[src/rtl/decoder_scan_sequencer_if.sv]
// Handshake/bus bundle between a scan controller and decoder_scan_sequencer.
// The sequencer sits on the slave side; whoever commands it uses the master side.
interface decoder_scan_sequencer_if #(
    parameter int ADDR_W = 4
);
    logic              start;
    logic              continuous;
    logic              stop;
    logic [ADDR_W-1:0] A;
    logic              EN;
    logic              busy;
    logic              line_done;
    logic              frame_done;

    modport master (
        output start, continuous, stop,
        input  A, EN, busy, line_done, frame_done
    );

    modport slave (
        input  start, continuous, stop,
        output A, EN, busy, line_done, frame_done
    );
endinterface

[src/rtl/decoder_scan_sequencer.sv]
// Walks a decoder select through NUM_LINES lines, holding EN for DWELL cycles per line
// with GAP blanking cycles between lines; single-frame or continuous, with graceful stop.
module decoder_scan_sequencer #(
    parameter int ADDR_W    = 4,
    parameter int NUM_LINES = 16,
    parameter int DWELL     = 8,
    parameter int GAP       = 1
) (
    input logic                      clk,
    input logic                      rst_n,
    decoder_scan_sequencer_if.slave  bus
);
    localparam int MAX_CNT = (DWELL > GAP) ? DWELL : GAP;
    localparam int CNT_W   = $clog2(MAX_CNT + 1);

    localparam logic [CNT_W-1:0]  DWELL_LAST = CNT_W'(DWELL - 1);
    localparam logic [CNT_W-1:0]  GAP_LAST   = CNT_W'((GAP > 0) ? GAP - 1 : 0);
    localparam logic [ADDR_W-1:0] LAST_A     = ADDR_W'(NUM_LINES - 1);

    typedef enum logic [1:0] {
        ST_IDLE,
        ST_DRIVE,
        ST_GAP
    } state_t;

    state_t            state_q, state_d;
    logic [ADDR_W-1:0] a_q, a_d;
    logic [CNT_W-1:0]  cnt_q, cnt_d;
    logic              mode_q, mode_d;
    logic              stop_pending_q, stop_pending_d;
    logic              en_q, en_d;
    logic              busy_q, busy_d;
    logic              line_done_q, line_done_d;
    logic              frame_done_q, frame_done_d;
    logic [ADDR_W-1:0] a_next;

    assign a_next = (a_q == LAST_A) ? '0 : a_q + ADDR_W'(1);

    always_comb begin
        state_d        = state_q;
        a_d            = a_q;
        cnt_d          = cnt_q;
        mode_d         = mode_q;
        stop_pending_d = stop_pending_q;

        case (state_q)
            ST_IDLE: begin
                if (bus.start) begin
                    state_d        = ST_DRIVE;
                    a_d            = '0;
                    cnt_d          = '0;
                    mode_d         = bus.continuous;
                    stop_pending_d = 1'b0;
                end
            end
            ST_DRIVE: begin
                if (bus.stop) begin
                    stop_pending_d = 1'b1;
                end
                if (cnt_q == DWELL_LAST) begin
                    cnt_d = '0;
                    // A stop only takes effect once the current line has had its full dwell.
                    if (stop_pending_q || bus.stop || (a_q == LAST_A && !mode_q)) begin
                        state_d        = ST_IDLE;
                        a_d            = '0;
                        stop_pending_d = 1'b0;
                    end else if (GAP > 0) begin
                        state_d = ST_GAP;
                    end else begin
                        a_d = a_next;
                    end
                end else begin
                    cnt_d = cnt_q + CNT_W'(1);
                end
            end
            ST_GAP: begin
                if (bus.stop) begin
                    stop_pending_d = 1'b1;
                end
                if (cnt_q == GAP_LAST) begin
                    cnt_d = '0;
                    if (stop_pending_q || bus.stop) begin
                        state_d        = ST_IDLE;
                        a_d            = '0;
                        stop_pending_d = 1'b0;
                    end else begin
                        state_d = ST_DRIVE;
                        a_d     = a_next;
                    end
                end else begin
                    cnt_d = cnt_q + CNT_W'(1);
                end
            end
            default: begin
                state_d = ST_IDLE;
                a_d     = '0;
                cnt_d   = '0;
            end
        endcase
    end

    // Outputs are decoded from the next state so they land in flops aligned with the state.
    always_comb begin
        en_d         = (state_d == ST_DRIVE);
        busy_d       = (state_d != ST_IDLE);
        line_done_d  = en_d && (cnt_d == DWELL_LAST);
        frame_done_d = line_done_d && (a_d == LAST_A);
    end

    always_ff @(posedge clk) begin
        if (!rst_n) begin
            state_q        <= ST_IDLE;
            a_q            <= '0;
            cnt_q          <= '0;
            mode_q         <= 1'b0;
            stop_pending_q <= 1'b0;
            en_q           <= 1'b0;
            busy_q         <= 1'b0;
            line_done_q    <= 1'b0;
            frame_done_q   <= 1'b0;
        end else begin
            state_q        <= state_d;
            a_q            <= a_d;
            cnt_q          <= cnt_d;
            mode_q         <= mode_d;
            stop_pending_q <= stop_pending_d;
            en_q           <= en_d;
            busy_q         <= busy_d;
            line_done_q    <= line_done_d;
            frame_done_q   <= frame_done_d;
        end
    end

    assign bus.A          = a_q;
    assign bus.EN         = en_q;
    assign bus.busy       = busy_q;
    assign bus.line_done  = line_done_q;
    assign bus.frame_done = frame_done_q;
endmodule

[src/flat_wrapper.sv]
// flat-port wrapper written by rule: the top's interface ports become plain ports
module decoder_scan_sequencer_flat 
#(
    parameter int ADDR_W    = 4,
    parameter int NUM_LINES = 16,
    parameter int DWELL     = 8,
    parameter int GAP       = 1
)
  (clk, rst_n, bus_start, bus_continuous, bus_stop, bus_A, bus_EN, bus_busy, bus_line_done, bus_frame_done);
  decoder_scan_sequencer_if #(.ADDR_W(ADDR_W)) bus_i ();
  input logic clk;
  input logic rst_n;
  input wire logic [$bits(bus_i.start)-1:0] bus_start;
  input wire logic [$bits(bus_i.continuous)-1:0] bus_continuous;
  input wire logic [$bits(bus_i.stop)-1:0] bus_stop;
  output wire logic [$bits(bus_i.A)-1:0] bus_A;
  output wire logic [$bits(bus_i.EN)-1:0] bus_EN;
  output wire logic [$bits(bus_i.busy)-1:0] bus_busy;
  output wire logic [$bits(bus_i.line_done)-1:0] bus_line_done;
  output wire logic [$bits(bus_i.frame_done)-1:0] bus_frame_done;
  assign bus_i.start = bus_start;
  assign bus_i.continuous = bus_continuous;
  assign bus_i.stop = bus_stop;
  assign bus_A = bus_i.A;
  assign bus_EN = bus_i.EN;
  assign bus_busy = bus_i.busy;
  assign bus_line_done = bus_i.line_done;
  assign bus_frame_done = bus_i.frame_done;
  decoder_scan_sequencer #(.ADDR_W(ADDR_W), .NUM_LINES(NUM_LINES), .DWELL(DWELL), .GAP(GAP)) u_core (.clk(clk), .rst_n(rst_n), .bus(bus_i));
endmodule
[config.mk]
export PLATFORM = sky130hd
export DESIGN_NAME = decoder_scan_sequencer_flat
export DESIGN_NICKNAME = d
export VERILOG_FILES = /design/src/rtl/decoder_scan_sequencer_if.sv /design/src/rtl/decoder_scan_sequencer.sv /design/src/flat_wrapper.sv
export SDC_FILE = /design/constraint.sdc
export NUM_CORES = 1
export LEC_CHECK = 0
export ABC_AREA = 1
export CAP_MARGIN = 20
export CORE_MARGIN = 8
export CORE_UTILIZATION = 40
export DETAILED_ROUTE_END_ITERATION = 6
export PLACE_DENSITY = 0.7
export SLEW_MARGIN = 25
export SYNTH_ARGS = -nofsm -noshare
export SYNTH_HDL_FRONTEND = slang
export SYNTH_SLANG_ARGS = --single-unit
[constraint.sdc]
create_clock -name clk -period 2.4 [get_ports clk]
set_input_delay 0.48 -clock clk [delete_from_list [all_inputs] [get_ports clk]]
set_output_delay 0.48 -clock clk [all_outputs]
set_load 0.01 [all_outputs]
Word level (Yosys, flattened, before mapping) --
Cells that the tools add are included.
Word-level totals: bits of input ports 5, register bits after elaboration 16, output and inout bits 8, logic and storage cells 55
Operators by class: reductions and logical operators 12, equality and inequality tests 8, add/subtract/negate cells 2, mux-type cells 24
Operators with widths (number):
- $mux W4 | 9
- $pmux W4 S3 | 2
- $add A4 B1 Y4 const B | 2
- $eq A4 B3 Y1 const B | 2
- $eq A4 B4 Y1 const B | 2
- $mux W2 | 4
- $mux W1 | 7
- $pmux W2 S3 | 1
- $eq A2 B1 Y1 const B | 2
- $logic_not A4 Y1 | 1
- $reduce_and A2 Y1 | 2
- $logic_and A1 B1 Y1 | 3
- $pmux W1 S3 | 1
- $reduce_bool A3 Y1 | 1
- $eq A2 B2 Y1 const B | 1
- $logic_not A2 Y1 | 1
- $logic_or A1 B1 Y1 | 2
- $ne A2 B2 Y1 const B | 1
- $reduce_bool A2 Y1 | 1
- $logic_not A1 Y1 | 1

Logic depth before layout (Yosys ltp) --
depth in word-level cells 9, depth in mapped cells 12, gate-level depth less buffers 12

Worst setup path before layout --
No wires, ideal clock.
path kind flip-flop to flip-flop, from reg u_core.a_q[1], in the netlist u_core.bus.A[1], to reg u_core.busy_q, in the netlist u_core.bus.busy, slack 0.887 ns, arrival 1.393 ns, setup time 0.120 ns, buffers on the path 0, stages on the path, launching flop included 10, path through dfxtp_1 > ha_1 > nand3_1 > nand2_1 > nand3_1 > nand2_2 > nand3_1 > nand3_2 > nor2_2 > or2_1
Between the ends: word-level cells in the longest chain between the ends 7
RTL lines:
- start: declaration | line decoder_scan_sequencer.sv:27 | logic [ADDR_W-1:0] a_q, a_d;
- start signal: assignment | line decoder_scan_sequencer.sv:113 | a_q <= '0;
- start signal: assignment | line decoder_scan_sequencer.sv:123 | a_q <= a_d;
- $eq A4 B4 Y1 | line decoder_scan_sequencer.sv:63 | if (stop_pending_q || bus.stop || (a_q == LAST_A && !mode_q)) begin
- $logic_and A1 B1 Y1 | line decoder_scan_sequencer.sv:63
- $logic_or A1 B1 Y1 | line decoder_scan_sequencer.sv:63
- $mux W2 | line decoder_scan_sequencer.sv:63
- $mux W2 | line decoder_scan_sequencer.sv:60 | if (cnt_q == DWELL_LAST) begin
- $pmux W2 S3 | line decoder_scan_sequencer.sv:46 | case (state_q)
- $reduce_bool A2 Y1 | line decoder_scan_sequencer.sv:105 | busy_d = (state_d != ST_IDLE);
- end signal: assignment | line decoder_scan_sequencer.sv:128 | busy_q <= busy_d;
- end: declaration | line decoder_scan_sequencer.sv:32 | logic busy_q, busy_d;
No other way between the ends. A chain may end at the register's enable or synchronous reset.

Final worst setup path --
from reg u_core.a_q[1], in the netlist u_core.bus.A[1], to out bus_A[1]
RTL lines:
- end: declaration | line flat_wrapper.sv:16 | output wire logic [$bits(bus_i.A)-1:0] bus_A;
No word-level cell between the ends.

==> impl_results.html <==
<table>
<tr><th>Metric</th><th>Value</th></tr>
<tr><th colspan="2">STA</th></tr>
<tr><td>Clock skew</td><td>~0.0054 ns</td></tr>
<tr><td>Part of the cycle the worst path needs</td><td>approximately four fifths</td></tr>
<tr><td>Count of endpoints failing hold in the final timing report</td><td>0</td></tr>
<tr><td>Achievable clock frequency</td><td>between 0.5 and 0.6 GHz</td></tr>
<tr><td>Worst setup margin</td><td>0.505 ns</td></tr>
<tr><td>Slew HR</td><td>around four fifths</td></tr>
<tr><td>Slew Viols, Final</td><td>0</td></tr>
<tr><td>Tmin final</td><td>1.90 ns</td></tr>
<tr><td>Worst slew pin tran</td><td>about 0.32 ns</td></tr>
<tr><td>Setup repair after global routing missed its margin</td><td>no</td></tr>
<tr><td>Setup TNS</td><td>0 ns</td></tr>
<tr><td>Setup-failing EPs final</td><td>0</td></tr>
<tr><th colspan="2">Clocking</th></tr>
<tr><td>Largest buffer count on any clock path</td><td>2</td></tr>
<tr><td>Setup Fix Bufs, Post-CTS</td><td>0</td></tr>
<tr><td>Clock net sink count</td><td>16</td></tr>
<tr><td>Clock Root Buffer</td><td>sky130_fd_sc_hd__clkbuf_4</td></tr>
<tr><td>CTS-repair resized insts</td><td>0</td></tr>
<tr><td>Hold-fix buffer count after cts</td><td>0</td></tr>
<tr><td>Clock insertion delay at the later pin of the skew report</td><td>slightly below 0.3 ns</td></tr>
<tr><td>H-tree levels</td><td>1</td></tr>
<tr><td>CTS tree</td><td>built</td></tr>
<tr><td>Clock buffer count from CTS</td><td>3</td></tr>
<tr><td>Register clock-pin slew on the reported worst setup and hold paths</td><td>roughly 0.10 ns</td></tr>
<tr><th colspan="2">Synth</th></tr>
<tr><td>Yosys reg bits</td><td>16</td></tr>
<tr><td>Post-synth net total</td><td>160</td></tr>
<tr><td>Avg Synthesized Cell Area</td><td>~7.1 µm²</td></tr>
<tr><td>Netlist cell types</td><td>27</td></tr>
<tr><td>Synthesis Warnings</td><td>0</td></tr>
<tr><td>Synthesized cell area</td><td>1040 µm²</td></tr>
<tr><td>Gate count after technology mapping</td><td>approximately 150</td></tr>
<tr><td>Portion of the post-synthesis area used by sequential elements</td><td>30.8%</td></tr>
<tr><th colspan="2">Worst setup path</th></tr>
<tr><td>Arrival time at the worst endpoint</td><td>between 1 and 1.5 ns</td></tr>
<tr><td>Class of the most critical setup path</td><td>flip-flop to output port</td></tr>
<tr><td>Sequence of cells on the critical path</td><td>clkdlybuf4s50_1</td></tr>
<tr><td>Slack of the worst reg-to-reg path</td><td>around 0.65 ns</td></tr>
<tr><td>Required time at the endpoint of the critical path</td><td>1.92 ns</td></tr>
<tr><td>Largest delay share family, worst path</td><td>buffers and inverters</td></tr>
<tr><td>Buffer and inverter count on the worst path</td><td>1</td></tr>
<tr><td>Slowest cell on the critical path</td><td>sky130_fd_sc_hd__clkdlybuf4s50_1</td></tr>
<tr><td>Critical path peak fanout</td><td>8</td></tr>
<tr><td>CP peak stage delay</td><td>approximately 0.60 ns</td></tr>
<tr><td>Type of element launching the critical path</td><td>flip-flop</td></tr>
<tr><td>Crit path capture type</td><td>output port</td></tr>
<tr><th colspan="2">Global route</th></tr>
<tr><td>First-pass GRT wire length</td><td>about 4 mm</td></tr>
<tr><td>Antenna violations before repair</td><td>0</td></tr>
<tr><td>Total congestion overflow</td><td>0</td></tr>
<tr><td>Total GRT Usage</td><td>11.3%</td></tr>
<tr><td>Pin count of the biggest net entering global routing</td><td>10</td></tr>
<tr><td>Vias in the first global route</td><td>roughly 890</td></tr>
<tr><th colspan="2">Placed design</th></tr>
<tr><td>Placer congestion estimate</td><td>1.05</td></tr>
<tr><td>DP HPWL</td><td>~1.9 mm</td></tr>
<tr><td>Worst setup slack before clock tree synthesis</td><td>between 0.4 and 0.5 ns</td></tr>
<tr><td>Port Buf Inserts</td><td>12</td></tr>
<tr><th colspan="2">Route</th></tr>
<tr><td>Routed via count divided by cell count</td><td>about 5</td></tr>
<tr><td>Mean routed wirelength per cell</td><td>12.2 µm</td></tr>
<tr><td>Total iterations of the first detailed-routing run</td><td>4</td></tr>
<tr><td>Drt drc</td><td>0</td></tr>
<tr><td>Drt first-iter violations</td><td>44</td></tr>
<tr><td>Detail Route Antenna Nets</td><td>0</td></tr>
<tr><td>Final wirelength</td><td>~2.3 mm</td></tr>
<tr><td>Total vias in the final route</td><td>around 960</td></tr>
<tr><th colspan="2">Final layout</th></tr>
<tr><td>Fill cells</td><td>about 260</td></tr>
<tr><td>Growth of design area from synthesis to finish</td><td>18.7%</td></tr>
<tr><td>Area used by multi-input combinational logic</td><td>a little over 600 µm²</td></tr>
<tr><td>Leading cell types in the layout, fill and taps excluded</td><td>sky130_fd_sc_hd__nand2_1 (32), sky130_fd_sc_hd__inv_1 (20), sky130_fd_sc_hd__dfxtp_1 (16)</td></tr>
<tr><td>Storage cell area</td><td>roughly 320 µm²</td></tr>
<tr><td>Final Net Count</td><td>177</td></tr>
<tr><td>Leading cell type in the layout, fill and taps excluded</td><td>sky130_fd_sc_hd__nand2_1</td></tr>
<tr><td>Proportion of layout cells with a drive suffix above 1</td><td>about 17%</td></tr>
<tr><td>Antenna diode instance count</td><td>0</td></tr>
<tr><th colspan="2">Floorplanning</th></tr>
<tr><td>Standard-cell row count</td><td>18</td></tr>
<tr><td>Die Outline Area</td><td>roughly 4500 µm²</td></tr>
<tr><td>DIE HEIGHT</td><td>~67 µm</td></tr>
<tr><td>Top Ports</td><td>13</td></tr>
<tr><td>Starting Density</td><td>a little over two fifths</td></tr>
<tr><td>DIE WIDTH</td><td>around 67 µm</td></tr>
<tr><td>Placeable core region</td><td>~2500 µm²</td></tr>
<tr><th colspan="2">Power and ir drop</th></tr>
<tr><td>Overall Power</td><td>~0.00057 W</td></tr>
<tr><td>Pwr per Cell Area</td><td>about 460 nW/µm²</td></tr>
<tr><td>Static Leakage</td><td>0.577 nW</td></tr>
<tr><td>Peak VDD IR</td><td>around 0.00031 V</td></tr>
<tr><th colspan="2">Worst hold path</th></tr>
<tr><td>Path class of the lowest-slack min-delay path</td><td>flip-flop to flip-flop</td></tr>
<tr><th colspan="2">Status</th></tr>
<tr><td>Run status</td><td>complete, no violations</td></tr>
<tr><th colspan="2">Flow run</th></tr>
<tr><td>Max-cap violation count</td><td>0</td></tr>
</table>
[metal layers]
metal  track usage, %  vias to the layer above  wire length [µm]
met1             13.7                      425              1090
li1                 -                      501                 -
met5                0                        -                 0
met3             3.86                        5               144
met4             4.70                        0                28
met2             17.8                       24              1080
[path summary, 6_finish.rpt]
kind | depth (start not counted) | start | end
worst max-delay path | 1 | u_core.bus.A[1]$_SDFF_PN0_ | bus_A[1]
worst min-delay path | 2 | u_core.mode_q$_SDFFE_PN0P_ | u_core.mode_q$_SDFFE_PN0P_
worst max register to register | 9 | u_core.state_q[0]$_SDFF_PN0_ | u_core.bus.frame_done$_SDFF_PN0_
worst min register to register | 2 | u_core.mode_q$_SDFFE_PN0P_ | u_core.mode_q$_SDFFE_PN0P_
[registers in the layout, indices dropped and copies added (netlist names)]
name / cells
u_core.state_q: 2
u_core.mode_q: 1
u_core.cnt_q: 4
u_core.bus.EN: 1
u_core.bus.frame_done: 1
u_core.bus.line_done: 1
u_core.bus.busy: 1
u_core.bus.A: 4
u_core.stop_pending_q: 1
[power by group]
| part | total [W] | internal [W] | switching [W] |
|---|---|---|---|
| Combinational | 0.000106 | 0.0000409 | 0.0000648 |
| Sequential | 0.000284 | 0.000275 | 0.00000837 |
| Clock | 0.000181 | 0.0000924 | 0.0000884 |
[final cells by class]
type	count	share of cell area (%)
inverter	27	8.42
multi-input combinational	104	49.9
timing repair buffer	12	9.74
tap	30	3.04
sequential	16	26.0
clock buffer	4	2.94
[tightest hold or removal path, cell delays in order, from the launching register on]
cell	delay, ns
sky130_fd_sc_hd__dfxtp_1	0.33
sky130_fd_sc_hd__inv_1	0.08
sky130_fd_sc_hd__a21oi_1	0.06
[kinds of logic (layout without fill, tap and decap cells)]
kind of cell	Yosys count	in the layout	share of synthesized area [%]
compound gates	18	18	11.3
xor+xnor	2	2	1.69
fa+ha+maj	8	8	9.63
buf+inv	27	43	9.99
flops	16	16	30.8
simple gates	76	76	36.6
[synthesized netlist by cell type]
library cell                n  share of area [%]
sky130_fd_sc_hd__o21ai_1    2               0.96
sky130_fd_sc_hd__a21oi_2    1               0.84
sky130_fd_sc_hd__inv_2      6                2.2
sky130_fd_sc_hd__inv_1     20                7.2
sky130_fd_sc_hd__nand3_2    1               0.96
sky130_fd_sc_hd__inv_4      1               0.60
sky130_fd_sc_hd__or2_1      1               0.60
sky130_fd_sc_hd__o21ai_2    2                1.7
sky130_fd_sc_hd__nor2_1    12                4.3
sky130_fd_sc_hd__nand2_4    1                1.1
sky130_fd_sc_hd__o211ai_1   2                1.4
sky130_fd_sc_hd__a21oi_1    6                2.9
sky130_fd_sc_hd__nor2_4     2                2.2
sky130_fd_sc_hd__and2_4     1               0.84
sky130_fd_sc_hd__o21ai_0    4                1.9
sky130_fd_sc_hd__or2_2      1               0.60
sky130_fd_sc_hd__nand4_1    3                1.8
sky130_fd_sc_hd__nand2_2    3                1.8
sky130_fd_sc_hd__nand3b_1   1               0.72
sky130_fd_sc_hd__nor2_2     2                1.2
sky130_fd_sc_hd__nand3_1   15                7.2
sky130_fd_sc_hd__nand3_4    1                1.7
sky130_fd_sc_hd__ha_1       8                9.6
sky130_fd_sc_hd__xor2_1     2                1.7
sky130_fd_sc_hd__dfxtp_1   16                 31
sky130_fd_sc_hd__nand2_1   32                 12
sky130_fd_sc_hd__a21oi_4    1                1.6
[metrics by stage]
step | instance area [µm²] | hold WS [ns] | cells | util, %
global route | 1230 | 0.536 | 193 | 49.8
floorplan | 1040 | 0.443 | 147 | -
CTS | 1230 | 0.507 | 193 | 49.8
global placement | 1200 | 0.494 | 189 | 48.3
finish | 1230 | 0.503 | 193 | 49.8
detailed placement | 1200 | 0.490 | 189 | 48.3
No activity file was read; power rests on OpenSTA's default activity.
